`src/rtl/multicycle_control_unit.sv`:
```
`default_nettype none
// ============================================================================
// Module      : multicycle_control_unit
// Description : Multi-cycle RV32I control sequencer. Steps each instruction
//               through FETCH / DECODE / EXEC / MEM / WB over a single shared
//               memory port, with an optional mul/div stall state and a
//               wait-limit watchdog that traps on hung handshakes.
// Revision    : 1.0 - initial release
// ============================================================================
module multicycle_control_unit #(
  parameter int ENABLE_M     = 1,
  parameter int ENABLE_FENCE = 1,
  parameter int WAIT_LIMIT   = 16
) (
  input  logic       clk,
  input  logic       rst,
  input  logic [6:0] opcode,
  input  logic       funct7_0,
  input  logic       mem_ready,
  input  logic       muldiv_done,
  output logic       pc_write,
  output logic [1:0] pc_src,
  output logic       branch,
  output logic       ir_write,
  output logic       i_or_d,
  output logic       mem_read,
  output logic       mem_write,
  output logic       reg_write,
  output logic [1:0] mem_to_reg,
  output logic       alu_src,
  output logic       alu_pc,
  output logic [2:0] imm_type,
  output logic [1:0] alu_op,
  output logic       muldiv_start,
  output logic       illegal,
  output logic       timeout,
  output logic [2:0] state
);

  // Sequencer states
  localparam logic [2:0] S_FETCH  = 3'd0;
  localparam logic [2:0] S_DECODE = 3'd1;
  localparam logic [2:0] S_EXEC   = 3'd2;
  localparam logic [2:0] S_MEM    = 3'd3;
  localparam logic [2:0] S_WB     = 3'd4;
  localparam logic [2:0] S_MULDIV = 3'd5;
  localparam logic [2:0] S_TRAP   = 3'd6;

  // RV32I major opcodes
  localparam logic [6:0] OP_R      = 7'b0110011;
  localparam logic [6:0] OP_IMM    = 7'b0010011;
  localparam logic [6:0] OP_LUI    = 7'b0110111;
  localparam logic [6:0] OP_AUIPC  = 7'b0010111;
  localparam logic [6:0] OP_LOAD   = 7'b0000011;
  localparam logic [6:0] OP_STORE  = 7'b0100011;
  localparam logic [6:0] OP_BRANCH = 7'b1100011;
  localparam logic [6:0] OP_JAL    = 7'b1101111;
  localparam logic [6:0] OP_JALR   = 7'b1100111;
  localparam logic [6:0] OP_FENCE  = 7'b0001111;

  // Control field encodings
  localparam logic [1:0] PC_PLUS4  = 2'b00;
  localparam logic [1:0] PC_BRANCH = 2'b01;
  localparam logic [1:0] PC_JUMP   = 2'b10;

  localparam logic [1:0] WB_ALU    = 2'b00;
  localparam logic [1:0] WB_MEM    = 2'b01;
  localparam logic [1:0] WB_PC4    = 2'b10;

  localparam logic [2:0] IMM_I     = 3'b000;
  localparam logic [2:0] IMM_S     = 3'b001;
  localparam logic [2:0] IMM_B     = 3'b010;
  localparam logic [2:0] IMM_U     = 3'b011;
  localparam logic [2:0] IMM_J     = 3'b100;

  localparam logic [1:0] ALU_ADD   = 2'b00;
  localparam logic [1:0] ALU_BR    = 2'b01;
  localparam logic [1:0] ALU_R     = 2'b10;
  localparam logic [1:0] ALU_I     = 2'b11;

  logic [2:0] r_state;
  logic [2:0] w_next_state;
  logic       r_illegal;
  logic       r_timeout;
  logic       w_legal;
  logic       w_muldiv;
  logic       w_wait_state;
  logic       w_ready;
  logic       w_expired;
  logic       w_state_change;

  // Opcode legality, taking the optional extensions into account
  always_comb begin
    w_legal = 1'b0;
    case (opcode)
      OP_R:      w_legal = (funct7_0 == 1'b0) || (ENABLE_M != 0);
      OP_FENCE:  w_legal = (ENABLE_FENCE != 0);
      OP_IMM, OP_LUI, OP_AUIPC, OP_LOAD, OP_STORE,
      OP_BRANCH, OP_JAL, OP_JALR:
                 w_legal = 1'b1;
      default:   w_legal = 1'b0;
    endcase
  end

  assign w_muldiv = (ENABLE_M != 0) && (opcode == OP_R) && funct7_0;

  // Handshake states and the ready each one is waiting for
  always_comb begin
    w_wait_state = 1'b0;
    w_ready      = 1'b0;
    case (r_state)
      S_FETCH: begin
        w_wait_state = 1'b1;
        w_ready      = mem_ready;
      end
      S_MEM: begin
        w_wait_state = 1'b1;
        w_ready      = mem_ready;
      end
      S_MULDIV: begin
        w_wait_state = 1'b1;
        w_ready      = muldiv_done;
      end
      default: begin
        w_wait_state = 1'b0;
        w_ready      = 1'b0;
      end
    endcase
  end

  assign w_state_change = (w_next_state != r_state);

  // The watchdog counts stalled cycles; once the count has reached the limit,
  // a further cycle without ready traps. A ready seen on that cycle still wins.
  generate
    if (WAIT_LIMIT > 0) begin : g_watchdog
      localparam int CNT_W = $clog2(WAIT_LIMIT + 1);
      logic [CNT_W-1:0] r_wait_cnt;

      // Stall counter: cleared on reset and on every state change
      always_ff @(posedge clk) begin
        if (rst) begin
          r_wait_cnt <= '0;
        end else if (w_state_change) begin
          r_wait_cnt <= '0;
        end else if (w_wait_state && !w_ready) begin
          r_wait_cnt <= r_wait_cnt + CNT_W'(1);
        end
      end

      assign w_expired = w_wait_state && !w_ready &&
                         (r_wait_cnt == CNT_W'(WAIT_LIMIT));
    end else begin : g_no_watchdog
      assign w_expired = 1'b0;
    end
  endgenerate

  // State register
  always_ff @(posedge clk) begin
    if (rst) begin
      r_state <= S_FETCH;
    end else begin
      r_state <= w_next_state;
    end
  end

  // Sticky error flags, cleared only by reset
  always_ff @(posedge clk) begin
    if (rst) begin
      r_illegal <= 1'b0;
      r_timeout <= 1'b0;
    end else begin
      if ((r_state == S_DECODE) && !w_legal) begin
        r_illegal <= 1'b1;
      end
      if (w_expired) begin
        r_timeout <= 1'b1;
      end
    end
  end

  // Next-state logic
  always_comb begin
    w_next_state = r_state;
    case (r_state)
      S_FETCH: begin
        if (mem_ready) begin
          w_next_state = S_DECODE;
        end else if (w_expired) begin
          w_next_state = S_TRAP;
        end
      end
      S_DECODE: begin
        w_next_state = w_legal ? S_EXEC : S_TRAP;
      end
      S_EXEC: begin
        case (opcode)
          OP_R:                     w_next_state = w_muldiv ? S_MULDIV : S_WB;
          OP_IMM, OP_LUI, OP_AUIPC: w_next_state = S_WB;
          OP_LOAD, OP_STORE:        w_next_state = S_MEM;
          default:                  w_next_state = S_FETCH;
        endcase
      end
      S_MEM: begin
        if (mem_ready) begin
          w_next_state = (opcode == OP_LOAD) ? S_WB : S_FETCH;
        end else if (w_expired) begin
          w_next_state = S_TRAP;
        end
      end
      S_MULDIV: begin
        if (muldiv_done) begin
          w_next_state = S_WB;
        end else if (w_expired) begin
          w_next_state = S_TRAP;
        end
      end
      S_WB:    w_next_state = S_FETCH;
      S_TRAP:  w_next_state = S_TRAP;
      default: w_next_state = S_FETCH;
    endcase
  end

  // Control outputs decoded from the current state and opcode
  always_comb begin
    pc_write     = 1'b0;
    pc_src       = PC_PLUS4;
    branch       = 1'b0;
    ir_write     = 1'b0;
    i_or_d       = 1'b0;
    mem_read     = 1'b0;
    mem_write    = 1'b0;
    reg_write    = 1'b0;
    mem_to_reg   = WB_ALU;
    alu_src      = 1'b0;
    alu_pc       = 1'b0;
    imm_type     = IMM_I;
    alu_op       = ALU_R;
    muldiv_start = 1'b0;
    illegal      = r_illegal;
    timeout      = r_timeout;

    case (r_state)
      S_FETCH: begin
        mem_read = 1'b1;
        if (mem_ready) begin
          ir_write = 1'b1;
          pc_write = 1'b1;
          pc_src   = PC_PLUS4;
        end
      end
      S_DECODE: begin
        case (opcode)
          OP_STORE:         imm_type = IMM_S;
          OP_BRANCH:        imm_type = IMM_B;
          OP_LUI, OP_AUIPC: imm_type = IMM_U;
          OP_JAL:           imm_type = IMM_J;
          default:          imm_type = IMM_I;
        endcase
      end
      S_EXEC: begin
        case (opcode)
          OP_R: begin
            alu_op       = ALU_R;
            muldiv_start = w_muldiv;
          end
          OP_IMM: begin
            alu_src = 1'b1;
            alu_op  = ALU_I;
          end
          OP_LUI, OP_LOAD, OP_STORE: begin
            alu_src = 1'b1;
            alu_op  = ALU_ADD;
          end
          OP_AUIPC: begin
            alu_pc  = 1'b1;
            alu_src = 1'b1;
            alu_op  = ALU_ADD;
          end
          OP_BRANCH: begin
            branch   = 1'b1;
            pc_write = 1'b1;
            pc_src   = PC_BRANCH;
            alu_op   = ALU_BR;
          end
          OP_JAL, OP_JALR: begin
            reg_write  = 1'b1;
            mem_to_reg = WB_PC4;
            pc_write   = 1'b1;
            pc_src     = PC_JUMP;
            alu_src    = (opcode == OP_JALR);
          end
          default: begin
            alu_op = ALU_R;
          end
        endcase
      end
      S_MEM: begin
        i_or_d    = 1'b1;
        mem_read  = (opcode == OP_LOAD);
        mem_write = (opcode == OP_STORE);
      end
      S_WB: begin
        reg_write  = 1'b1;
        mem_to_reg = (opcode == OP_LOAD) ? WB_MEM : WB_ALU;
      end
      default: begin
        // MULDIV and TRAP drive no strobes
        alu_op = ALU_R;
      end
    endcase

    // Reset overrides everything so an abandoned instruction writes nothing
    if (rst) begin
      pc_write     = 1'b0;
      pc_src       = 2'b00;
      branch       = 1'b0;
      ir_write     = 1'b0;
      i_or_d       = 1'b0;
      mem_read     = 1'b0;
      mem_write    = 1'b0;
      reg_write    = 1'b0;
      mem_to_reg   = 2'b00;
      alu_src      = 1'b0;
      alu_pc       = 1'b0;
      imm_type     = 3'b000;
      alu_op       = 2'b00;
      muldiv_start = 1'b0;
      illegal      = 1'b0;
      timeout      = 1'b0;
    end
  end

  assign state = r_state;

endmodule
`default_nettype wire

```
`config.mk`:
```
export PLATFORM = sky130hd
export DESIGN_NAME = multicycle_control_unit
export DESIGN_NICKNAME = d
export VERILOG_FILES = /design/src/rtl/multicycle_control_unit.sv
export SDC_FILE = /design/constraint.sdc
export NUM_CORES = 1
export LEC_CHECK = 0
export CAP_MARGIN = 20
export CORE_MARGIN = 8
export CORE_UTILIZATION = 44
export DETAILED_ROUTE_END_ITERATION = 7
export HOLD_SLACK_MARGIN = 0.08
export PLACE_DENSITY_LB_ADDON = 0.05
export SKIP_LAST_GASP = 1
export SYNTH_ARGS = -nofsm -noshare
export SYNTH_HDL_FRONTEND = slang
export SYNTH_SLANG_ARGS = --single-unit
```
`constraint.sdc`:
```
create_clock -name clk -period 2.11 [get_ports clk]
set_input_delay 0.3165 -clock clk [delete_from_list [all_inputs] [get_ports clk]]
set_output_delay 0.3165 -clock clk [all_outputs]
set_load 0.005 [all_outputs]
```
Yosys cells after proc, flatten, opt, wreduce, memory -nomap -nowiden
Index checks and enable logic that the tools add are counted.
{"block": "op_classes", "n_reduce_logical": 18, "shifts": 0, "n_mux": 54, "n_addsub": 1, "n_lt_le_gt_ge": 0, "n_div": 0, "eq_ne": 18, "mul": 0, "n_bitwise": 0}
{"op": "$mux 1", "count": 29}
{"op": "$mux 3", "count": 8}
{"op": "$eq 7x6->1 const B", "count": 3}
{"op": "$eq 7x7->1 const B", "count": 3}
{"op": "$pmux 3 s6", "count": 1}
{"op": "$eq 7x5->1 const B", "count": 2}
{"op": "$mux 2", "count": 6}
{"op": "$pmux 3 s4", "count": 1}
{"op": "$pmux 1 s2", "count": 5}
{"op": "$reduce_or 10->1", "count": 1}
{"op": "$reduce_or 2->1", "count": 5}
{"op": "$eq 3x3->1 const B", "count": 3}
{"op": "$pmux 3 s3", "count": 1}
{"op": "$reduce_or 3->1", "count": 3}
{"op": "$pmux 2 s2", "count": 2}
{"op": "$eq 7x2->1 const B", "count": 1}
{"op": "$eq 7x4->1 const B", "count": 1}
{"op": "$eq 3x2->1 const B", "count": 2}
{"op": "$pmux 2 s3", "count": 1}
{"op": "$add 5x1->5 const B", "count": 1}
{"op": "$eq 5x5->1 const B", "count": 1}
{"op": "$reduce_or 5->1", "count": 1}
{"op": "$logic_and 1x1->1", "count": 4}
{"op": "$reduce_or 4->1", "count": 1}
{"op": "4 further kinds", "count": 5}
{"block": "totals", "latch_bits": 0, "ram_bits": 0, "mem_bits_ro": 0, "output_inout_bits": 24, "elab_cells": 95, "memories": 0, "regBits": 10, "inputBits": 12}

Depth between registers and ports, before layout
Gate-level depths: netlist of the first run.
{"block": "depth", "word_depth": 11, "mapped_depth": 7, "depth_no_buf": 6}

Least setup slack after synthesis of the first run
Ideal clock, no wire load.
{"block": "synth_path", "path_kind": "input port to output port", "start": "input opcode[4]", "end": "output pc_write", "arrival_time_ps": 1406, "path_stages": 6, "path_buffers": 2, "required_ps": 1794, "path_slack_ps": 387, "cell_sequence": "buf_2 -> or2_1 -> buf_2 -> o21a_1 -> o31a_1 -> nor4_1"}
{"block": "synth_via", "elab_chain_cells": 5, "word_cells_on_any_way": 7, "cone_classes": "eq/ne (3); mux (3); reduce/logical (1)"}
{"element": "start, declared", "line_no": "17", "source": "input logic [6:0] opcode,"}
{"element": "$eq 7x7->1", "line_no": "262", "source": "case (opcode)"}
{"element": "$reduce_or 3->1 (no source line) *"}
{"element": "$mux 1 *", "line_no": "262"}
{"element": "$pmux 1 s2 *", "line_no": "243", "source": "case (r_state)"}
{"element": "$mux 1 *", "line_no": "314", "source": "if (rst) begin"}
{"element": "end, declared", "line_no": "21", "source": "output logic pc_write,"}
Every way passes the cells marked *; elsewhere a longest branch is shown, timed or not.

Worst setup path after layout of the first run
{"block": "layout_path", "start": "input opcode[6]", "end": "output muldiv_start"}
{"block": "layout_via", "elab_chain_cells": 5}
{"element": "$eq 7x6->1 *", "line_no": "105, 262"}
{"element": "$logic_and 1x1->1", "line_no": "105", "source": "assign w_muldiv = (ENABLE_M != 0) && (opcode == OP_R) && funct7_0;"}
{"element": "$mux 1 *", "line_no": "262"}
{"element": "$mux 1 *", "line_no": "243"}
{"element": "$mux 1 *", "line_no": "314"}
{"element": "end, declared", "line_no": "34", "source": "output logic muldiv_start,"}
Marks and branches as above.

==> results of run 1 <==
critical path: stages:
cell and delay, ns:
dlygate4sd2_1 0.29, buf_4 0.19, nand2b_1 0.20, nor4_2 0.26, clkdlybuf4s50_1 0.55
stage by stage:
step / hold WS, ns / cells
floorplan: 0.4321 / 144
global placement: 0.4427 / 228
detailed placement: 0.4473 / 228
CTS: 0.4546 / 238
global route: 0.4836 / 238
finish: 0.4559 / 238
power by group through the flow:
stage	combinational, µW	clock (µW)	sequential [µW]
2_1_floorplan	132	0	207
3_3_place_gp	238	0	209
3_5_place_dp	245	0	209
4_1_cts	249	134	205
5_1_grt	283	144	208
6_report	264	133	206
layout make-up:
class	count	area, µm²	area share (%)
multi-input combinational	113	790.8	45.80
timing repair buffer	76	646.9	37.46
sequential	10	201.4	11.67
tap	28	35.03	2.029
inverter	8	30.03	1.739
clock buffer	3	22.52	1.304
sequential cells by signal, indices dropped and copies added, names as in the netlist:
register and cells:
r_illegal 1, g_watchdog.r_wait_cnt 5, state 3, r_timeout 1
synthesized netlist by cell type, types with 2 or more instances:
library cell and number:
a41oi_1 3, nor2b_1 4, clkbuf_1 6, a221oi_1 4
nor3_1 8, o21ai_0 7, buf_2 4, nand2_1 7
nor4_1 7, nand3b_1 2, o21a_1 2, a31oi_1 2
nand3_1 6, and4_1 2, nor2_1 17, a211oi_1 4
dfxtp_1 10, or3_1 3, inv_1 8, nand2b_1 4
ha_1 2, and3_1 3, a21oi_1 5, buf_6 2
worst max-delay path by stage:
stage	startpoint	endpoint	slack, ns	cells past startpoint
after floorplan	opcode[4]	pc_write	0.39	6
after global placement	opcode[3]	mem_read	-0.35	6
after detailed placement	opcode[3]	mem_read	-0.44	6
after CTS	opcode[6]	muldiv_start	-0.04	5
after global routing	opcode[6]	muldiv_start	-0.09	5
final	opcode[6]	muldiv_start	-0.009	5
what timing repair did:
item	4_1_cts	5_1_grt
pin swaps	5	2
endpoints found under the hold margin	0	0
resized for setup	33	15
endpoints found under the setup margin	19	9
setup buffers	7	0
logic make-up (layout without fill, tap and decap cells):
family,Yosys count,count (layout),synth area share [%]
buffers and inverters,21,87,9.952
adders and majority gates,2,2,2.427
AOI/OAI and AO/OA,37,37,26.21
DFF,10,10,19.42
and+or+nand+nor,71,71,38.59
xor gates and xnor gates,2,2,2.428
muxes,1,1,0.9709
layer usage:
metal | share of wire, % | GRT usage [%]
met1 | 41 | 22.11
met2 | 50 | 33.29
met3 | 7.7 | 4.355
met4 | 1.5 | 5.450
met5 | 0 | 0
==> impl_metrics.toml, run 1 <==
[routing]
drtPass1Iterations = 4
drc = 0
vias_per_cell = 5.958
drtAntennaViolNets = 0
wl_per_cell_um = 17.12
vias = 1418
drt-initial-drc-count = 158
drt_wl_total_um = 4074

[floorplan]
core_area_um2 = 2212
die_x_um = 64.41
io_pins = 36
initial_core_util_pct = 46.61
fp-row-count = 17
die_h_um = 64.41
fp.dieArea_um2 = 4148

[clocking]
clk_path_buf_depth = 2
cts-root-buf = "clkbuf_4"
cts-hold-fix-buffers = 0
cts_made_buffers = 3
clk_pin_slew_worst_paths_ns = 0.06
cts_max_level = 1
clock-sinks = 10
cts_tree = "done"
clkLatencyLatePin_ns = 0.27

[synth]
synth_area_per_cell_um2 = 7.160
yosys.area.top_type_share_pct = 19.42
synth_area_leaders = "dfxtp_1 (19%), nor2_1 (6.2%), nor4_1 (4.2%)"
synth_warnings = 0
synthArstFlopShare_pct = 0
synth.largest_area_cell = "dfxtp_1"
syn_inst = 144
synth_edf_count = 0
synth-seq-area-share_pct = 19.42
syn_nets = 158
netlist_area_um2 = 1031
synth.distinct_cells = 46
synth_seq_cells = 10
ys.flop_type = "dfxtp_1"

[worst_setup_path]
crit_fanout = 9
worstReg2RegEnd = "g_watchdog.r_wait_cnt[4]"
rrSetupSlack_ns = 0.28
reg2regPathDepth = 5
required_ns = 1.79
critical_path_class = "input pin to output pin"
critical_path_arrival_ns = 1.80
crit_path_end_kind = "output pin"
start_kind = "input pin"
r2r_start = "g_watchdog.r_wait_cnt[0]"

[hold_path]
min_from = "r_illegal"
min_to = "r_illegal"
hold_path.class = "flop to flop"
min_path_cells = 2

[place]
dpl.hpwl_um = 2920
gp_congestion = 0.8410
dpl_worst_slack_ns = -0.4370
numPortBuffers = 35
placed_area_um2 = 1599

[sta]
worstMarginPinSlew_ns = 0.6064
finalWorstSetupSlack_ns = -0.009479
tns_ns = -0.009479
finalMaxSlewViolations = 0
final-setup-viol-count = 1
skew_ns = 0.001177
hold_viol = 0
rsz0062_at_grt = "true"
fin_crit_ns = 2.119
clock.fmax_ghz = 0.4718
fin_crit_sh_pct = 100.4
relSlewSlack_pct = 59.15

[pwr]
clkPwrFrac_pct = 22.0
pwr-share-seq_pct = 34.2
p_int_uw = 391.2
finalPower_uw = 603.2
power.switching_uw = 212.0
leakagePower_uw = 0.0007907
combPwrFrac_pct = 43.8
switching_share_pct = 35.14
p_per_area_nw_per_um2 = 349.3
ir_drop_uv = 318.5

[finish]
fin_nets = 226
layout_commonest_cell = "buf_4"
fillers = 166
final_util_pct = 78.05
fin_area_um2 = 1727
drive_above_1_share_pct = 30.95
num_antenna_cells = 0
final_cell_mix = "buf_4 (39), dlygate4sd2_1 (17), nor2_1 (12)"
syn_to_final_growth_pct = 67.48

[global_routing]
grt_start_max_net_pins = 18
grt_pass1_wl_um = 6513
track_usage_pct = 18.90
grt_pass1_vias = 1382
antenna_found_initial = 0
gr-total-overflow = 0

[status]
status = "finished, violations left"
failed_checks = "negative setup slack"

[run]
maxCapViolCount = 0
Note: power is estimated with default switching activity, not from simulation.
==> inputs of run 2 (changes only) <==
--- a/config.mk
+++ b/config.mk
@@ -9,8 +9,9 @@
 export CORE_MARGIN = 8
 export CORE_UTILIZATION = 44
 export DETAILED_ROUTE_END_ITERATION = 7
+export GPL_TIMING_DRIVEN = 1
 export HOLD_SLACK_MARGIN = 0.08
-export PLACE_DENSITY_LB_ADDON = 0.05
+export PLACE_DENSITY_LB_ADDON = 0.15
 export SKIP_LAST_GASP = 1
 export SYNTH_ARGS = -nofsm -noshare
 export SYNTH_HDL_FRONTEND = slang
==> run 2 against run 1 <==
Effect of this change: the flow still finishes with violations (negative setup slack); non-clock buffer count is 1 higher; critical path depth increased by 2; die area unchanged; fmax fell by 2.2%; sequential cell count unchanged; global-route usage up 0.064 points; clock power increased by 31%; clock-buffer cell count increased by 1; worst setup slack got worse by 0.048 ns; critical path type unchanged; critical endpoint is now pc_write; largest power group unchanged.
==> impl_metrics.toml, run 2 (synthesis results as in run 1) <==
[routing]
drt_wl_total_um = 4352
vias_per_cell = 6.171
vias = 1481
drc = 0
drtAntennaViolNets = 0
drt-initial-drc-count = 151
wl_per_cell_um = 18.13
drtPass1Iterations = 4

[clocking]
cts_made_buffers = 3
clk_path_buf_depth = 2
clock-sinks = 10
cts_max_level = 1
clk_pin_slew_worst_paths_ns = 0.07
cts-hold-fix-buffers = 0
cts_tree = "done"
clkLatencyLatePin_ns = 0.27
cts-root-buf = "clkbuf_4"

[pwr]
combPwrFrac_pct = 41.1
leakagePower_uw = 0.0007804
power.switching_uw = 220.4
switching_share_pct = 33.94
p_per_area_nw_per_um2 = 370.3
ir_drop_uv = 444.1
p_int_uw = 429.1
pwr-share-seq_pct = 32.2
clkPwrFrac_pct = 26.7

[sta]
rsz0062_at_grt = "true"
fin_crit_ns = 2.167
worst_hold_slack_ns = 0.4635
clock.fmax_ghz = 0.4614
relSlewSlack_pct = 55.15
worstMarginPinSlew_ns = 0.6657
skew_ns = 0.008378
finalMaxSlewViolations = 0
hold_viol = 0
fin_crit_sh_pct = 102.7
finalWorstSetupSlack_ns = -0.05734
final-setup-viol-count = 1

[finish]
syn_to_final_growth_pct = 70.15
multi_input_area_um2 = 813.3
drive_above_1_share_pct = 34.43
num_antenna_cells = 0
fillers = 147
fin_area_um2 = 1754
largest_reg_flops = 5
final_cell_mix = "buf_4 (42), dlygate4sd2_1 (18), nor2_1 (12)"
layout_commonest_cell = "buf_4"
fin_nets = 227
regArea_um2 = 201.4
final_util_pct = 79.30
regMostFlops = "g_watchdog.r_wait_cnt"

[worst_setup_path]
critical_path_class = "input pin to output pin"
r2r_start = "state[0]"
start_kind = "input pin"
rrSetupSlack_ns = 0.13
crit_path_end_kind = "output pin"
worstReg2RegEnd = "g_watchdog.r_wait_cnt[3]"
reg2regPathDepth = 5
cp_top_family = "buffers and inverters"
crit_buf_inv = 3
required_ns = 1.79
crit_fanout = 3
crit_slowest_cell = "or2_4"
worst_path_largest_cell_delay_ns = 0.29
worstPathCellList = "dlygate4sd2_1 > or2_4 > buf_4 > o21a_1 > o31a_1 > nor4_2 > clkbuf_2"
critical_path_arrival_ns = 1.85
critPathLaunch = "opcode[4]"

[floorplan]
core_area_um2 = 2212
fp.dieArea_um2 = 4148
io_pins = 36
initial_core_util_pct = 46.61
die_x_um = 64.41
die_h_um = 64.41
fp-row-count = 17

[hold_path]
min_to = "r_illegal"
min_from = "r_illegal"
min_path_cells = 2
hold_path.class = "flop to flop"

[place]
dpl_worst_slack_ns = -0.4321
placed_area_um2 = 1599
dpl.hpwl_um = 2877
numPortBuffers = 35
gp_congestion = 0.9010

[global_routing]
gr-total-overflow = 0
grt_pass1_wl_um = 6520
track_usage_pct = 18.97
grt_start_max_net_pins = 18
grt_pass1_vias = 1446
antenna_found_initial = 0

[status]
status = "finished, violations left"
failed_checks = "negative setup slack"

[run]
maxCapViolCount = 0
==> run 2: worst register-to-register path, stage by stage, from the launching register on <==
cell,delay (ns)
dfxtp_2,0.43
buf_4,0.23
and4bb_1,0.29
a21oi_2,0.10
o21ai_0,0.57
a221oi_1,0.20
==> run 2: worst max path at each step <==
stage / depth (start not counted) / slack, ns / endpoint
after floorplan: 6 / 0.39 / pc_write
after global placement: 6 / -0.37 / pc_write
after detailed placement: 6 / -0.43 / pc_write
after CTS: 7 / -0.15 / pc_write
after global routing: 7 / -0.09 / pc_write
final: 7 / -0.06 / pc_write
==> run 2: power groups by stage <==
| stage | clock network [µW] | logic (µW) | registers (µW) |
|---|---|---|---|
| after global routing | 184 | 282 | 211 |
| after floorplan | 0 | 132 | 207 |
| final | 174 | 267 | 209 |
| after CTS | 174 | 245 | 207 |
| after detailed placement | 0 | 241 | 211 |
| after global placement | 0 | 233 | 211 |
==> run 2: repair_timing <==
item | in CTS | in global routing
pin swaps | 8 | 7
gates resized for setup | 34 | 21
setup endpoints to repair | 19 | 19
buffers inserted | 7 | 1
==> run 2: cell type report <==
class | instances | area share, %
multi-input combinational | 113 | 46.36
timing repair buffer | 77 | 36.38
sequential | 10 | 11.48
clock buffer | 4 | 2.068
tap | 28 | 1.997
inverter | 8 | 1.712
==> run 2: metal layers <==
layer | track usage (%) | wire (µm)
met1 | 21.29 | 1712
met2 | 31.68 | 2124
met3 | 6.620 | 416
met4 | 8.174 | 99
met5 | 0 | 0
==> run 2: metrics by stage <==
step           setup TNS (ns)  total power, µW  cells
2_1_floorplan               0            338.6    144
3_3_place_gp           -5.187            443.5    228
3_5_place_dp           -5.836            452.7    228
4_1_cts               -0.5425            625.8    239
5_1_grt               -0.1342            676.9    240
6_report             -0.05734            649.6    240
